### config.mk
export PLATFORM = sky130hd
export DESIGN_NAME = piso_tx
export DESIGN_NICKNAME = d
export VERILOG_FILES = /design/src/rtl/piso_tx_pkg.sv /design/src/rtl/piso_bit_counter.sv /design/src/rtl/piso_tx.sv
export SDC_FILE = /design/constraint.sdc
export NUM_CORES = 1
export LEC_CHECK = 0
export ABC_AREA = 1
export CAP_MARGIN = 0
export CORE_AREA = 5 5 42 44
export DETAILED_ROUTE_END_ITERATION = 12
export DIE_AREA = 0 0 47 49
export PLACE_DENSITY = 0.59
export REMOVE_ABC_BUFFERS = 1
export SYNTH_ARGS = -nofsm -noshare
export SYNTH_HDL_FRONTEND = slang
export SYNTH_SLANG_ARGS = --single-unit
### constraint.sdc
create_clock -name clk -period 1.11 [get_ports clk]
set_input_delay 0.222 -clock clk [delete_from_list [all_inputs] [get_ports clk]]
set_output_delay 0.222 -clock clk [all_outputs]
set_load 0.01 [all_outputs]
### src/rtl/piso_tx_pkg.sv
// Shared types and constants for the piso_tx serializer.
// PISO_TX_PARITY_EN adds a trailing even-parity bit to every frame.
package piso_tx_pkg;

    localparam int unsigned DEFAULT_WIDTH = 4;

`ifdef PISO_TX_PARITY_EN
    localparam int unsigned PARITY_LEN = 1;
`else
    localparam int unsigned PARITY_LEN = 0;
`endif

    typedef enum logic [1:0] {
        IDLE   = 2'd0,
        SHIFT  = 2'd1,
        PARITY = 2'd2
    } state_t;

    // Total serial bits emitted per accepted word.
    function automatic int unsigned frame_len(input int unsigned width);
        return width + PARITY_LEN;
    endfunction

endpackage

### src/rtl/piso_bit_counter.sv
// Frame bit index counter: clears on a new word, saturates at LIMIT, flags the final bit.
module piso_bit_counter
    import piso_tx_pkg::*;
#(
    parameter int unsigned CW    = 3,
    parameter int unsigned LIMIT = 3
) (
    input  logic          clk,
    input  logic          reset,
    input  logic          clear,
    input  logic          en,
    output logic [CW-1:0] count,
    output logic          done
);

    localparam logic [CW-1:0] LIMIT_C = CW'(LIMIT);

    always_ff @(posedge clk) begin
        if (reset || clear) begin
            count <= '0;
        end else if (en && (count != LIMIT_C)) begin
            count <= count + CW'(1);
        end
    end

    assign done = (count == LIMIT_C);

endmodule

### src/rtl/piso_tx.sv
// Parallel-in serial-out transmitter, MSB first, with back-to-back framing.
// Define PISO_TX_PARITY_EN to append an even-parity bit after the data bits.
module piso_tx
    import piso_tx_pkg::*;
#(
    parameter int unsigned WIDTH = DEFAULT_WIDTH
) (
    input  logic             clk,
    input  logic             reset,
    input  logic [WIDTH-1:0] data_in,
    input  logic             load_valid,
    output logic             load_ready,
    output logic             out,
    output logic             out_valid,
    output logic             last
);

    localparam int unsigned FRAME_LEN = frame_len(WIDTH);
    localparam int unsigned CW        = $clog2(WIDTH + 1);
    // Index of the bit just before the final one; last is registered one edge early.
    localparam int unsigned PRE_LAST  = (FRAME_LEN >= 2) ? FRAME_LEN - 2 : 0;

    state_t           state;
    logic [WIDTH-1:0] shreg;
    logic [CW-1:0]    count;
    logic             done;
    logic             accept;
    logic             cnt_en;
`ifdef PISO_TX_PARITY_EN
    logic             parity_bit;
`endif

    assign load_ready = !reset && ((state == IDLE) || last);
    assign accept     = load_valid && load_ready;
    assign cnt_en     = (state != IDLE) && !done && !accept;

    piso_bit_counter #(
        .CW    (CW),
        .LIMIT (FRAME_LEN - 1)
    ) u_bit_counter (
        .clk   (clk),
        .reset (reset),
        .clear (accept),
        .en    (cnt_en),
        .count (count),
        .done  (done)
    );

    always_ff @(posedge clk) begin
        if (reset) begin
            state      <= IDLE;
            shreg      <= '0;
            out        <= 1'b0;
            out_valid  <= 1'b0;
            last       <= 1'b0;
`ifdef PISO_TX_PARITY_EN
            parity_bit <= 1'b0;
`endif
        end else if (accept) begin
            state      <= SHIFT;
            shreg      <= data_in << 1;
            out        <= data_in[WIDTH-1];
            out_valid  <= 1'b1;
            last       <= (FRAME_LEN == 1);
`ifdef PISO_TX_PARITY_EN
            parity_bit <= ^data_in;
`endif
        end else if (state != IDLE) begin
            if (done) begin
                state     <= IDLE;
                out       <= 1'b0;
                out_valid <= 1'b0;
                last      <= 1'b0;
`ifdef PISO_TX_PARITY_EN
            end else if ((state == SHIFT) && (count == CW'(WIDTH - 1))) begin
                state <= PARITY;
                out   <= parity_bit;
                last  <= 1'b1;
`endif
            end else begin
                out   <= shreg[WIDTH-1];
                shreg <= shreg << 1;
                last  <= (count == CW'(PRE_LAST));
            end
        end
    end

endmodule

==> impl_summary.md <==
Finish
The share of layout cells above drive strength 1 is 50.00%. 0 antenna diodes ended up in the layout. The final standard cell utilization of the core is 58.13%.

For this run, the number of standard cells in the final layout without fillers is 108. In the final layout, the multi-input gates occupy 349.1 µm². The synthesis-to-finish area growth is 68.22%. The number of inserted filler cells in the final layout is 135.

In the final design database the tool counted 104 nets. The sequential cells in the finished layout cover a total of 185.2 µm².

Setup path
The worst setup path is of the flop to flop kind. The launch instance of the worst register-to-register path is u_bit_counter.count[0]. The number of cells traversed by the worst register-to-register path is 9. The type of element launching the critical path is a flop. The highest net fanout along the worst path is 4. The setup slack on the worst flop-to-flop path is -0.09 ns. The data arrival at the endpoint of the critical path is 1.40 ns. For the worst setup path, the data required time is 1.31 ns. The terminus of the critical flop-to-flop path is shreg[2]. The worst setup path is captured at a flop.

STA
The worst relative slew slack is 86.13%. The final count of pins violating max slew was 0. Timing would allow up to 834.4 MHz. Final hold analysis gives a worst-case slack of 0.4338 ns.

The transition time at the pin with the least slew margin is 0.2074 ns. The final critical delay including setup and external delays is 1.198 ns. Setup repair after global routing could not meet its margin everywhere. The setup-violating endpoint count in the final report is 7. The part of the cycle the worst path needs is 108.0%. The clock skew is 0.005774 ns.

After layout, the worst setup slack is -0.08849 ns. The final hold violation count is 0.

Power
The total chip power is 0.9286 mW. The cell leakage power is 0.3688 nW. The worst voltage drop across the vdd grid is 487.1 µV. The total power per unit cell area is 1140 nW/µm².

Clocking
The clock tree from TritonCTS is built. Clock tree synthesis found a total of 9 sinks. In this run the number of H-tree levels came out at 1. Clock-pin slew was measured on the worst setup and hold paths at 0.06 ns.

For the worst-skew pair, the clock arrives at the later sink with an insertion delay of 0.27 ns. The maximum buffer depth of the clock tree is 2. Buffers inserted during clock tree synthesis total 3.

The cell at the root of the clock tree is clkbuf_4.

Global routing
The first global-routing pass estimated 2.111 mm of wire. The global route total overflow is 0. The number of global-route vias before repair is 485.

The initial antenna violation count is 0. The largest net degree at the start of global routing is 7. The overall global routing resource usage is 12.61%.

Place
The count of buffers from port buffering is 10. The placement-stage worst setup slack is -0.5577 ns. The congestion estimate from routability-driven global placement came to 0.7582.

The count of placed standard cells including taps is 102. The half-perimeter wire length after placement is 809.1 µm.

Yosys
Yosys attributes the largest share of cell area to dfxtp_1, ha_1, nand3_1. The largest total area in the synthesized netlist belongs to dfxtp_1. In this run, distinct cell masters in the synthesized netlist total 16. Summing the sequential cell areas from Yosys gives 37.21% of the chip area. After synthesis the netlist holds a flip-flop and latch count of 9. The average cell area after synthesis is 7.337 µm². In the synthesized netlist, the number of instances is 66. For this run, the number of Yosys warnings is 0. The cell area that synthesis handed to floorplanning was 484.2 µm². The area share of the leading cell type in the synthesized netlist is 37.21%.

Die
The total area inside the core boundary comes to 1401 µm². The die is 47 µm wide. The die height is 49 µm. Row generation in the floorplan step produced 14 rows.

The die covers 2303 µm². 11 I/O pins were placed. The effective utilization at floorplan is 34.55%.

Route
The average wire per cell in the routed design is 11.66 µm. The first TritonRoute pass finished after 2 iterations. The mean number of vias per cell is 4.750. For this block, the routed nets add up to 1.259 mm of wire.

Summing over every cut layer, the via total after detailed routing is 513. The number of nets with antenna violations after detailed routing is 0. The DRC violation count after routing is 0. The first routing iteration left 2 violations.

Run status
The run finished, with violations left. The final reports fail on setup timing.

Hold path
In this run the most critical hold path is launched from reset. Along the worst hold path, the cell count comes to 3. In this run the worst hold path is classified as input pin to flop. The worst hold path terminates at shreg[2].

Job
The reported max-cap violation count is 0.
cells by family after synthesis:
family | Yosys count | synth area share, %
AOI/OAI and AO/OA | 7 | 8.269
adders and majority gates | 4 | 10.34
buffers and inverters | 14 | 12.40
DFF | 9 | 37.21
and+or+nand+nor | 32 | 31.79
worst max-delay path by stage:
stage,from,end,slack [ns]
2_1_floorplan,u_bit_counter.count[0],shreg[2],-0.09
3_3_place_gp,reset,load_ready,-0.50
3_5_place_dp,reset,load_ready,-0.56
4_1_cts,last,load_ready,-0.16
5_1_grt,u_bit_counter.count[1],shreg[2],-0.19
6_report,u_bit_counter.count[0],shreg[2],-0.09
layout by cell type (no fill, tap or decap), types with 4 or more instances in the layout:
cell | synthesis | routed
buf_4 | 0 | 9
nor2_1 | 6 | 4
dfxtp_2 | 0 | 4
nand2_1 | 10 | 6
clkdlybuf4s50_1 | 0 | 5
dfxtp_1 | 9 | 5
inv_1 | 12 | 8
inv_2 | 1 | 5
nand3_1 | 10 | 8
layout make-up:
type                            instances  share of cell area (%)
Multi-Input combinational cell         44                   42.86
Sequential cell                         9                   22.73
Timing Repair Buffer                   22                   22.73
Inverter                               13                   5.991
Clock buffer                            4                   3.226
Tap cell                               16                   2.458
critical path, cell delays in order, from the launching register on:
cell,delay (ns)
dfxtp_2,0.33
ha_4,0.18
ha_4,0.16
inv_2,0.06
nand2_4,0.06
nor2_2,0.07
nand2_1,0.05
nand2_1,0.05
inv_1,0.04
a21oi_2,0.12
stage by stage:
step / TNS [ns] / cell area [µm²]
2_1_floorplan: -0.3546 / 473.0
3_3_place_gp: -3.272 / 675.6
3_5_place_dp: -3.581 / 675.6
4_1_cts: -0.4119 / 794.5
5_1_grt: -0.9222 / 814.5
6_report: -0.4149 / 814.5
metal layers:
metal  track usage (%)  vias up  share of wire [%]
li1                  -      268                  -
met1             14.54      230                 39
met2             20.59       10                 52
met3             3.690        5                6.6
met4             5.530        0                2.0
met5                 0        -                  0
cell usage after synthesis, drive strengths merged:
library cell	n
inv	13
nand2	11
nand3	11
dfxtp	9
nor2	7
a21oi	4
ha	4
nor3	2
o21ai	2
buf	1
nand4	1
o211a	1
state kept, by name, indices dropped and copies added, names as in the netlist:
signal               flops
shreg                    3
u_bit_counter.count      3
last                     1
out                      1
state                    1
timing repair:
item                       in CTS  in global routing
gates cloned                    1                  0
setup endpoints to repair      13                 12
hold endpoints to repair        0                  0
hold buffers                    0                  0
gates resized for setup        39                 10
setup buffers                   0                  1
pin swaps                       9                  4
power breakdown:
part / leakage (nW) / switching (mW) / internal [mW]
sequential: 0.0752 / 0.0200 / 0.353
clock: 0.0150 / 0.119 / 0.139
combinational: 0.279 / 0.153 / 0.145
(Power assumes the default switching activity.)
